## src/rtl/n_palabras_pkg.sv

```systemverilog
// Shared types and helpers for the n_palabras byte-to-word assembler.
//   state_e    : assembler states (CHECK only reachable with N_PALABRAS_CHECKSUM_EN)
//   MAX_BYTES  : widest supported word, in bytes
//   xor_bytes  : XOR of the low n bytes of a word (checksum reference)
package n_palabras_pkg;

    localparam int unsigned MAX_BYTES = 8;
    localparam int unsigned MAX_W     = 8 * MAX_BYTES;
    localparam int unsigned LANE_W    = $clog2(MAX_BYTES);

    typedef enum logic [1:0] {
        ST_IDLE    = 2'd0,
        ST_COLLECT = 2'd1,
        ST_CHECK   = 2'd2
    } state_e;

    // XOR of bytes 0..n-1 of word
    function automatic logic [7:0] xor_bytes(input logic [MAX_W-1:0] word,
                                             input int unsigned       n);
        logic [7:0] acc;
        acc = '0;
        for (int unsigned i = 0; i < MAX_BYTES; i++) begin
            if (i < n) begin
                acc = acc ^ word[i*8 +: 8];
            end
        end
        return acc;
    endfunction

endpackage

```

## src/rtl/n_palabras_timer.sv

```systemverilog
// Inter-byte idle timer for n_palabras.
//   clk, rst  : clock, asynchronous active-low reset
//   load      : restart count at zero (wins over run/expire)
//   run       : count this cycle
//   expire_c  : combinational; high in the CYCLES-th consecutive run cycle after load
// CYCLES = 0 disables the timer entirely (expire_c tied low).
module n_palabras_timer #(
    parameter int unsigned CYCLES = 1024
) (
    input  logic clk,
    input  logic rst,
    input  logic load,
    input  logic run,
    output logic expire_c
);

    generate
        if (CYCLES == 0) begin : g_off
            assign expire_c = 1'b0;
        end else begin : g_on
            localparam int unsigned W = $clog2(CYCLES + 1);

            logic [W-1:0] cnt_q;
            logic [W-1:0] cnt_d;

            // Counter next-state and expiry detect
            always_comb begin
                cnt_d    = cnt_q;
                expire_c = run && !load && (cnt_q == W'(CYCLES - 1));
                if (load) begin
                    cnt_d = '0;
                end else if (expire_c) begin
                    cnt_d = '0;
                end else if (run) begin
                    cnt_d = cnt_q + W'(1);
                end
            end

            always_ff @(posedge clk or negedge rst) begin
                if (!rst) begin
                    cnt_q <= '0;
                end else begin
                    cnt_q <= cnt_d;
                end
            end
        end
    endgenerate

endmodule

```

## src/rtl/n_palabras.sv

```systemverilog
// Assembles a stream of byte strobes into NUM_BYTES-wide words with a
// held valid/ready output, partial-word timeout and overflow reporting.
//   clk, rst     : clock, asynchronous active-low reset
//   dato/rx_flat : input byte and its one-cycle strobe
//   msb_first    : lane order, sampled on the first byte of each word
//   out_ready    : consumer accepts data_comple while flat_comple is high
//   data_comple  : assembled word, flat_comple its valid (held until accepted)
//   busy         : a partial word is being held
//   err_timeout / err_overflow / err_checksum : one-cycle error pulses
// Optional: N_PALABRAS_CHECKSUM_EN adds a trailing XOR checksum byte per word.
module n_palabras
    import n_palabras_pkg::*;
#(
    parameter int unsigned NUM_BYTES      = 4,
    parameter int unsigned TIMEOUT_CYCLES = 1024
) (
    input  logic                   clk,
    input  logic                   rst,
    input  logic [7:0]             dato,
    input  logic                   rx_flat,
    input  logic                   msb_first,
    input  logic                   out_ready,
    output logic [8*NUM_BYTES-1:0] data_comple,
    output logic                   flat_comple,
    output logic                   busy,
    output logic                   err_timeout,
    output logic                   err_overflow,
    output logic                   err_checksum
);

    localparam int unsigned WORD_W = 8 * NUM_BYTES;
    localparam int unsigned CNT_W  = $clog2(NUM_BYTES + 1);

    state_e              state_q, state_d;
    logic [CNT_W-1:0]    count_q, count_d;
    logic                msb_q, msb_d;
    logic [WORD_W-1:0]   asm_q, asm_d;
    logic [WORD_W-1:0]   data_q, data_d;
    logic                flat_q, flat_d;
    logic                busy_q, busy_d;
    logic                err_to_q, err_to_d;
    logic                err_ov_q, err_ov_d;
`ifdef N_PALABRAS_CHECKSUM_EN
    logic                err_ck_q, err_ck_d;
`endif

    logic                timer_load;
    logic                timer_run;
    logic                timer_expire;
    logic                msb_eff;
    logic [LANE_W-1:0]   lane;
    logic [WORD_W-1:0]   asm_ins;
    logic [WORD_W-1:0]   done_word;
    logic                word_done;
    logic                held;

    n_palabras_timer #(
        .CYCLES (TIMEOUT_CYCLES)
    ) u_timer (
        .clk      (clk),
        .rst      (rst),
        .load     (timer_load),
        .run      (timer_run),
        .expire_c (timer_expire)
    );

    // Next-state, assembly and output-register logic
    always_comb begin
        state_d    = state_q;
        count_d    = count_q;
        msb_d      = msb_q;
        asm_d      = asm_q;
        data_d     = data_q;
        flat_d     = flat_q;
        err_to_d   = 1'b0;
        err_ov_d   = 1'b0;
`ifdef N_PALABRAS_CHECKSUM_EN
        err_ck_d   = 1'b0;
`endif
        timer_load = 1'b0;
        timer_run  = (state_q != ST_IDLE);
        word_done  = 1'b0;
        done_word  = asm_q;

        // Lane order comes straight from the input on a word's first byte
        msb_eff = (state_q == ST_IDLE) ? msb_first : msb_q;
        lane    = msb_eff ? (LANE_W'(NUM_BYTES - 1) - LANE_W'(count_q)) : LANE_W'(count_q);

        // Current assembly with the incoming byte dropped into its lane
        asm_ins = (state_q == ST_IDLE) ? '0 : asm_q;
        for (int unsigned i = 0; i < NUM_BYTES; i++) begin
            if (LANE_W'(i) == lane) begin
                asm_ins[i*8 +: 8] = dato;
            end
        end

        // Output word still waiting for the consumer after this edge
        held = flat_q && !out_ready;

        case (state_q)
            ST_IDLE: begin
                if (rx_flat) begin
                    timer_load = 1'b1;
                    msb_d      = msb_first;
                    asm_d      = asm_ins;
                    count_d    = CNT_W'(1);
                    state_d    = ST_COLLECT;
                end
            end
            ST_COLLECT: begin
                if (rx_flat) begin
                    timer_load = 1'b1;
                    asm_d      = asm_ins;
                    if (count_q == CNT_W'(NUM_BYTES - 1)) begin
`ifdef N_PALABRAS_CHECKSUM_EN
                        count_d = CNT_W'(NUM_BYTES);
                        state_d = ST_CHECK;
`else
                        count_d   = '0;
                        state_d   = ST_IDLE;
                        word_done = 1'b1;
                        done_word = asm_ins;
`endif
                    end else begin
                        count_d = count_q + CNT_W'(1);
                    end
                end else if (timer_expire) begin
                    count_d  = '0;
                    state_d  = ST_IDLE;
                    err_to_d = 1'b1;
                end
            end
`ifdef N_PALABRAS_CHECKSUM_EN
            ST_CHECK: begin
                if (rx_flat) begin
                    timer_load = 1'b1;
                    count_d    = '0;
                    state_d    = ST_IDLE;
                    if (dato == xor_bytes(MAX_W'(asm_q), NUM_BYTES)) begin
                        word_done = 1'b1;
                    end else begin
                        err_ck_d = 1'b1;
                    end
                end else if (timer_expire) begin
                    count_d  = '0;
                    state_d  = ST_IDLE;
                    err_to_d = 1'b1;
                end
            end
`endif
            default: begin
                count_d = '0;
                state_d = ST_IDLE;
            end
        endcase

        // A finished word either replaces a free/accepted output or is dropped
        if (word_done && held) begin
            err_ov_d = 1'b1;
        end else if (word_done) begin
            data_d = done_word;
            flat_d = 1'b1;
        end else begin
            flat_d = held;
        end

        busy_d = (count_d != '0);
    end

    always_ff @(posedge clk or negedge rst) begin
        if (!rst) begin
            state_q  <= ST_IDLE;
            count_q  <= '0;
            msb_q    <= 1'b0;
            asm_q    <= '0;
            data_q   <= '0;
            flat_q   <= 1'b0;
            busy_q   <= 1'b0;
            err_to_q <= 1'b0;
            err_ov_q <= 1'b0;
        end else begin
            state_q  <= state_d;
            count_q  <= count_d;
            msb_q    <= msb_d;
            asm_q    <= asm_d;
            data_q   <= data_d;
            flat_q   <= flat_d;
            busy_q   <= busy_d;
            err_to_q <= err_to_d;
            err_ov_q <= err_ov_d;
        end
    end

`ifdef N_PALABRAS_CHECKSUM_EN
    always_ff @(posedge clk or negedge rst) begin
        if (!rst) begin
            err_ck_q <= 1'b0;
        end else begin
            err_ck_q <= err_ck_d;
        end
    end
    assign err_checksum = err_ck_q;
`else
    assign err_checksum = 1'b0;
`endif

    assign data_comple  = data_q;
    assign flat_comple  = flat_q;
    assign busy         = busy_q;
    assign err_timeout  = err_to_q;
    assign err_overflow = err_ov_q;

endmodule

```

## config.mk

```make
export PLATFORM = sky130hd
export DESIGN_NAME = n_palabras
export DESIGN_NICKNAME = d
export VERILOG_FILES = /design/src/rtl/n_palabras_pkg.sv /design/src/rtl/n_palabras_timer.sv /design/src/rtl/n_palabras.sv
export SDC_FILE = /design/constraint.sdc
export NUM_CORES = 1
export LEC_CHECK = 0
export ABC_AREA = 0
export ABC_CLOCK_PERIOD_IN_PS = 5500
export BUFFER_PORTS_ARGS = -buffer_cell sky130_fd_sc_hd__buf_2
export CORE_UTILIZATION = 35
export CTS_CLUSTER_SIZE = 14
export DETAILED_ROUTE_END_ITERATION = 8
export PLACE_DENSITY = 0.51
export SETUP_SLACK_MARGIN = 0.4
export SLEW_MARGIN = 40
export SYNTH_ARGS = -nofsm -noshare
export SYNTH_HDL_FRONTEND = slang
export SYNTH_SLANG_ARGS = --single-unit
```

## constraint.sdc

```tcl
create_clock -name clk -period 5.5 [get_ports clk]
set_input_delay 0.275 -clock clk [delete_from_list [all_inputs] [get_ports clk]]
set_output_delay 0.275 -clock clk [all_outputs]
set_load 0.01 [all_outputs]
```

==> impl_summary.log, run 1 <==
INFO  metric die_footprint = 0.0109 mm²
INFO  metric drv.max_cap_violation_count = 0
INFO  metric globalplace.congestion = between 0.6 and 0.7
INFO  metric dpl-instance-area = 0.00403 mm²
INFO  metric outcome = complete, no violations
INFO  metric setup.worst_path.end_class = flop
INFO  metric fin_worst_skew = 11.4 ps
INFO  metric postSynth.topFlopCell = sky130_fd_sc_hd__dfrtp_1
INFO  metric numPlacedInstances = a little under 500
INFO  metric tns = 0 ps
INFO  metric final.period_utilization = 0.453
INFO  metric cp-start-kind = flop
INFO  metric yosys-top-cells-count = 84 x sky130_fd_sc_hd__dfrtp_1, 32 x sky130_fd_sc_hd__a22o_1, 32 x sky130_fd_sc_hd__nor2_1
INFO  metric multiInputGateArea = between 0.001 and 0.0015 mm²
INFO  metric cts-hold-fix-buffers = 1
INFO  metric cpMaxStageDelayCell = sky130_fd_sc_hd__mux2i_1
INFO  metric cts-buffers-inserted = 9
INFO  metric clkTransAtPathRegs = around 90 ps
INFO  metric avgSynthCellArea = roughly 11 µm²
INFO  metric pin_count = 50
INFO  metric routed_wl = 8.04 mm
INFO  metric grt_antenna_before_repair = 0
INFO  metric insertion_delay_of_the_later_clocked_pin_in_the_worst_skew_pair = 350 ps
INFO  metric grt_util_all_layers = 0.159
INFO  metric clock-root-buffer = sky130_fd_sc_hd__clkbuf_8
INFO  metric r2r_slack = between 3000 and 4000 ps
INFO  metric ctsLongestPathBuffers = 2
INFO  metric min-delay-path-class = input pin to flop
INFO  metric fp.coreArea = 0.00995 mm²
INFO  metric drc = 0
INFO  metric fin_util = 0.427
INFO  metric area.sequential = between 0.002 and 0.0025 mm²
INFO  metric area_growth_syn_to_layout = 16.2%
INFO  metric layout.cell_area.non_filler = roughly 0.0042 mm²
INFO  metric timing.final.max_slew_violations = 0
INFO  metric power.leakage = 0.00194 µW
INFO  metric fin_ws = 3010 ps
INFO  metric hold_viol = 0
INFO  metric post_synth_main_area_contributors = sky130_fd_sc_hd__dfrtp_1 58%, sky130_fd_sc_hd__a22o_1 7.7%, sky130_fd_sc_hd__mux2_2 5.2%
INFO  metric grt_pass1_wl = 13.5 mm
INFO  metric tritoncts_clock_tree = yes
INFO  metric cts_resized = 0
INFO  metric synth_edf_count = 0
INFO  metric post-route-min-period = approximately 2500 ps
INFO  metric detailedPlacementHpwl = about 5.3 mm
INFO  metric worst-endpoint-arrival = approximately 2800 ps
INFO  metric critPathKind = flop to flop
INFO  metric yosys.cell_types.count = 43
INFO  metric place_worst_setup_slack = 3030 ps
INFO  metric ys.warnings.count = 0
INFO  metric netlist.area_leader.share = 0.575
INFO  metric via_count = 2630
INFO  metric critical_path.max_fanout = 31
INFO  metric cellPowerDensity = 564 mW/mm²
INFO  metric antenna-diode-count = 0
INFO  metric num-nets-final = between 300 and 400
INFO  metric worst-endpoint-required = 5780 ps
INFO  metric start_util = 0.367
INFO  metric tightest_pin_transition = 830 ps
INFO  metric setup-violations-final = 0
INFO  metric worst_path_top_cell_family_by_delay = multiplexers
INFO  metric ir_drop = 0.000221 V
INFO  metric fill_cells = 957
INFO  metric dominant_cell_type_by_area_after_synthesis = sky130_fd_sc_hd__dfrtp_1
INFO  metric avgViaCountPerCell = 5.15
INFO  metric ys_async_sr_fraction = 1.00
INFO  metric setup_repair_after_global_routing_missed_its_margin = false
INFO  metric crit_path_cell_trace = buf_4 -> mux2i_2 -> mux2i_1 -> nand2_1 -> a31oi_1
INFO  metric synth_most_common_cell = sky130_fd_sc_hd__dfrtp_1
INFO  metric worst_path_largest_cell_delay = 780 ps
INFO  metric postCtsSetupRepairBufs = 0
INFO  metric overflow = 0
INFO  metric relSlewSlack = 0.431
INFO  metric amount_of_wire_on_met3_after_detailed_routing = 296 µm
INFO  metric grt_start_max_net_pins = 85
INFO  metric path_buf_inv = 1
INFO  metric cts-htree-levels = 3
INFO  metric fin_cells = 511
INFO  metric wl_met2 = 3.70 mm
INFO  metric drt_iter0_markers = 92
INFO  metric ys_ff_latch = 84
INFO  metric drt_first_pass_iters = 4
INFO  metric numPortBuffers = 48
INFO  metric grt_pass1_vias = about 2600
INFO  metric mappedNetlistArea = 0.00365 mm²
INFO  metric die_w = about 100 µm
INFO  metric seq_area_frac_synth = 0.575
INFO  metric postSynthCellCount = 328
INFO  metric antenna_violating_nets_post_route = 0
INFO  metric layout-drive-gt1-share = 0.257
INFO  metric cts_num_sinks = between 80 and 90
INFO  metric route.layer.met1.wl = 3.99 mm
INFO  metric route.top_layer_used = met4
INFO  metric wl_per_cell = 15.7 µm
INFO  metric syn_nets = between 300 and 400
INFO  metric row_count = 36
INFO  metric floorplan.die.height = 104 µm
INFO  metric max_freq = 0.401 GHz
==> stage by stage <==
step	total power (µW)	hold WS, ps
global placement	1930	484
detailed placement	1950	389
finish	2390	190
global route	2580	171
floorplan	1650	-20.6
CTS	2420	168
==> state kept, by name, summed over array words and instances, names as in the netlist <==
signal / count
asm_q: 32
busy: 1
count_q: 3
data_comple: 32
err_overflow: 1
err_timeout: 1
flat_comple: 1
msb_q: 1
state_q: 1
u_timer.g_on.cnt_q: 11
==> cell families after synthesis <==
family,after synthesis,share of synthesized area
other,1,0.00103
flip-flops,84,0.575
adder cells (fa/ha/maj),2,0.00685
buffers and inverters,21,0.0243
multiplexers,25,0.0753
AO/OA/AOI/OAI,71,0.143
XOR/XNOR,4,0.00959
AND/OR/NAND/NOR,120,0.164
==> cell usage in the layout, fill, tap and decap left out, types with 3 or more instances in the layout <==
master and instances:
sky130_fd_sc_hd__mux2i_2 4, sky130_fd_sc_hd__or4_1 3, sky130_fd_sc_hd__mux2i_1 4, sky130_fd_sc_hd__xor2_1 3, sky130_fd_sc_hd__mux2_2 17, sky130_fd_sc_hd__nand2b_1 3, sky130_fd_sc_hd__inv_6 3, sky130_fd_sc_hd__a31oi_1 17
sky130_fd_sc_hd__nand3b_1 5, sky130_fd_sc_hd__a22o_1 32, sky130_fd_sc_hd__a21oi_1 8, sky130_fd_sc_hd__nand2_1 29, sky130_fd_sc_hd__nand4_1 3, sky130_fd_sc_hd__nor2b_1 4, sky130_fd_sc_hd__o21ai_1 4, sky130_fd_sc_hd__nor2_1 32
sky130_fd_sc_hd__buf_2 47, sky130_fd_sc_hd__nand3_1 25, sky130_fd_sc_hd__clkbuf_8 10, sky130_fd_sc_hd__dfrtp_1 84, sky130_fd_sc_hd__nor3_1 3, sky130_fd_sc_hd__or3b_2 3, sky130_fd_sc_hd__inv_1 3
==> final cells by class <==
cell class / instances / share of cell area
inverter: 4 / 0.00354
clock inverter: 7 / 0.0189
sequential: 84 / 0.495
timing repair buffer: 51 / 0.0645
multi-input combinational: 223 / 0.350
clock buffer: 9 / 0.0292
tap: 133 / 0.0392
==> worst register-to-register path: cells and delay by family, from the launching register on <==
family	cells	cell delay [ps]
buf+inv	1	340
flops	1	360
compound gates	1	200
simple gates	1	120
mux	2	1410
==> final timing paths <==
check / endpoint / start / cells after the start
max in group asynchronous: asm_q[31]$_DFFE_PN0P_ / rst / 2
min in group asynchronous: data_comple[8]$_DFFE_PN0P_ / rst / 2
hold / removal: msb_q$_DFFE_PN0P_ / msb_first / 2
setup / recovery: data_comple[29]$_DFFE_PN0P_ / state_q[0]$_DFFE_PN0P_ / 5
hold reg to reg: asm_q[18]$_DFFE_PN0P_ / asm_q[18]$_DFFE_PN0P_ / 1
setup reg to reg: data_comple[29]$_DFFE_PN0P_ / state_q[0]$_DFFE_PN0P_ / 5
==> per-layer routing <==
layer	GRT usage	vias to the layer above
li1	-	1283
met1	0.225	1293
met2	0.241	48
met3	0.0432	6
met4	0.0367	0
met5	0	-
==> power breakdown <==
group / switching (µW) / internal [µW]
Sequential: 168 / 850
Combinational: 497 / 424
Clock: 239 / 217
Power figures use the tool's default switching activity.
==> inputs of run 2 (changes only) <==
--- a/config.mk
+++ b/config.mk
@@ -6,7 +6,7 @@
 export NUM_CORES = 1
 export LEC_CHECK = 0
 export ABC_AREA = 0
-export ABC_CLOCK_PERIOD_IN_PS = 5500
+export ABC_CLOCK_PERIOD_IN_PS = 2400
 export BUFFER_PORTS_ARGS = -buffer_cell sky130_fd_sc_hd__buf_2
 export CORE_UTILIZATION = 35
 export CTS_CLUSTER_SIZE = 14
==> constraint.sdc (replaced) <==
create_clock -name clk -period 2.4 [get_ports clk]
set_input_delay 0.12 -clock clk [delete_from_list [all_inputs] [get_ports clk]]
set_output_delay 0.12 -clock clk [all_outputs]
set_load 0.01 [all_outputs]
==> run 2 against run 1 <==
Register-to-register slack got worse by 2500 ps; non-clock buffer count up 7; via count is 2.1% higher; worst setup slack worse by 2500 ps; first-iteration DRC count grew 16%; hold slack got worse by 150 ps; critical path type unchanged; largest cell class unchanged; largest power group unchanged; highest routed layer unchanged.
==> impl_summary.log, run 2 (same netlist as run 1, synthesis figures left out) <==
INFO  metric outcome = complete, no violations
INFO  metric fin_worst_skew = 5.94 ps
INFO  metric grt_util_all_layers = 0.165
INFO  metric path_buf_inv = 1
INFO  metric fill_cells = about 970
INFO  metric worst_path_largest_cell_delay = 580 ps
INFO  metric drc = 0
INFO  metric layout-drive-gt1-share = 0.275
INFO  metric timing.final.max_slew_violations = 0
INFO  metric postCtsSetupRepairBufs = 0
INFO  metric worst-endpoint-arrival = 2130 ps
INFO  metric layout.cell_area.non_filler = 0.00430 mm²
INFO  metric cpMaxStageDelayCell = sky130_fd_sc_hd__or4_4
INFO  metric tightest_pin_transition = 674 ps
INFO  metric relSlewSlack = 0.548
INFO  metric worst_path_top_cell_family_by_delay = simple AND/OR/NAND/NOR gates
INFO  metric grt_pass1_wl = 14.0 mm
INFO  metric r2r_slack = 520 ps
INFO  metric wl_per_cell = 15.8 µm
INFO  metric avgViaCountPerCell = 5.19
INFO  metric setup_repair_after_global_routing_missed_its_margin = false
INFO  metric critical_path.max_fanout = 7
INFO  metric area_growth_syn_to_layout = 17.8%
INFO  metric cts_num_sinks = 84
INFO  metric floorplan.die.height = 104 µm
INFO  metric cts-htree-levels = 3
INFO  metric via_count = around 2700
INFO  metric most-common-layout-cells = 82 x sky130_fd_sc_hd__dfrtp_1, 47 x sky130_fd_sc_hd__buf_2, 32 x sky130_fd_sc_hd__a22o_1
INFO  metric insertion_delay_of_the_later_clocked_pin_in_the_worst_skew_pair = 360 ps
INFO  metric r2r.worst_path.cells = 5
INFO  metric ctsLongestPathBuffers = 2
INFO  metric num-nets-final = 395
INFO  metric drt_iter0_markers = ~110
INFO  metric dpl-instance-area = between 0.004 and 0.005 mm²
INFO  metric die_footprint = 0.0109 mm²
INFO  metric max_freq = 0.531 GHz
INFO  metric final.period_utilization = 0.784
INFO  metric row_count = 36
INFO  metric detailedPlacementHpwl = 5.55 mm
INFO  metric grt_start_max_net_pins = 49
INFO  metric critPathKind = flop to flop
INFO  metric cellPowerDensity = 1280 mW/mm²
INFO  metric start_util = 0.367
INFO  metric grt_antenna_before_repair = 0
INFO  metric worst-endpoint-required = 2650 ps
INFO  metric cts-buffers-inserted = 9
INFO  metric crit_path_cell_trace = ha_1 -> inv_1 -> or4_4 -> a31o_1 -> a211o_1
INFO  metric setup.worst_path.end_class = flop
INFO  metric fp.coreArea = 0.00995 mm²
INFO  metric globalplace.congestion = approximately 0.8
INFO  metric fin_util = 0.432
INFO  metric worst-path-stages = 5
INFO  metric min-delay-path-class = input pin to flop
INFO  metric post-route-min-period = between 1500 and 2000 ps
INFO  metric clock-root-buffer = sky130_fd_sc_hd__clkbuf_8
INFO  metric hold_viol = 0
INFO  metric cp-start-kind = flop
INFO  metric totalPowerFinal = 5490 µW
INFO  metric die_w = 104 µm
INFO  metric grt_pass1_vias = 2592
INFO  metric overflow = 0
INFO  metric antenna_violating_nets_post_route = 0
INFO  metric power.leakage = between 0.0015 and 0.002 µW
INFO  metric setup-violations-final = 0
INFO  metric antenna-diode-count = 0
INFO  metric hold_depth = 2
INFO  metric multiInputGateArea = 0.00149 mm²
INFO  metric pin_count = 50
INFO  metric final_common_cell = sky130_fd_sc_hd__dfrtp_1
INFO  metric place_worst_setup_slack = approximately 440 ps
INFO  metric routed_wl = slightly above 8 mm
INFO  metric drt_first_pass_iters = 4
INFO  metric tns = 0 ps
INFO  metric numPortBuffers = 48
INFO  metric clkTransAtPathRegs = 90 ps
INFO  metric drv.max_cap_violation_count = 0
INFO  metric tritoncts_clock_tree = yes
INFO  metric ir_drop = 0.000593 V
INFO  metric area.sequential = 0.00210 mm²
INFO  metric fin_ws = around 520 ps
[run 2: cell types whose count changed in the layout (fill, tap and decap cells not counted), moves of 2 or more]
cell	change
sky130_fd_sc_hd__buf_4	+6
sky130_fd_sc_hd__mux2i_2	-4
sky130_fd_sc_hd__mux2i_1	+3
sky130_fd_sc_hd__buf_12	+2
sky130_fd_sc_hd__dfrtp_1	-2
sky130_fd_sc_hd__dfrtp_2	+2
sky130_fd_sc_hd__nor2_1	-2
sky130_fd_sc_hd__nor2_2	+2
[run 2: power by group]
group | internal (µW) | leakage, µW | switching (µW) | total, µW
sequential | 1950 | 0.00106 | 400 | 2350
combinational | 1040 | 0.000817 | 1130 | 2170
clock | 401 | 0.0000907 | 571 | 972
total | 3390 | 0.00197 | 2100 | 5490
[run 2: area by class of cell]
cell class,count,share of cell area
inverters,4,0.00349
repair buffers,58,0.0802
flip-flops and latches,84,0.489
well taps,133,0.0387
clock buffers,9,0.0288
clock inverters,7,0.0148
multi-input cells,223,0.345
[run 2: routing by layer]
| metal | GRT usage | share of wire | vias up | wire length [µm] |
|---|---|---|---|---|
| met4 | 0.0480 | 0.0067 | 0 | 55 |
| met3 | 0.0407 | 0.037 | 6 | 300 |
| met5 | 0 | 0 | - | 0 |
| met1 | 0.227 | 0.48 | 1334 | 3940 |
| met2 | 0.257 | 0.47 | 49 | 3870 |
| li1 | - | - | 1297 | - |
[run 2: worst paths after layout]
path                                                    from                           to
max in group asynchronous                                rst         count_q[0]$_DFF_PN0_
min                                                msb_first            msb_q$_DFFE_PN0P_
max                        u_timer.g_on.cnt_q[0]$_DFFE_PN0P_               busy$_DFF_PN0_
min in group asynchronous                                rst       err_overflow$_DFF_PN0_
min reg2reg                      data_comple[16]$_DFFE_PN0P_  data_comple[16]$_DFFE_PN0P_
max reg2reg                u_timer.g_on.cnt_q[0]$_DFFE_PN0P_               busy$_DFF_PN0_
[run 2: timing repair]
action / in CTS / in global routing
hold buffers: 1 / 0
endpoints found under the setup margin: 0 / 58
endpoints found under the hold margin: 36 / 0
resized for setup: 0 / 6
[run 2: worst reg2reg max path: stages, from the launching register on]
cell,delay (ps)
sky130_fd_sc_hd__dfrtp_1,430
sky130_fd_sc_hd__ha_1,230
sky130_fd_sc_hd__inv_1,60
sky130_fd_sc_hd__or4_4,580
sky130_fd_sc_hd__a31o_1,250
sky130_fd_sc_hd__a211o_1,220
[run 2: per-stage QoR]
stage | instances | hold slack (ps)
global placement | 501 | 130
detailed placement | 501 | 122
finish | 518 | 42.1
CTS | 518 | 1.78
global route | 518 | 27.8
floorplan | 328 | -176
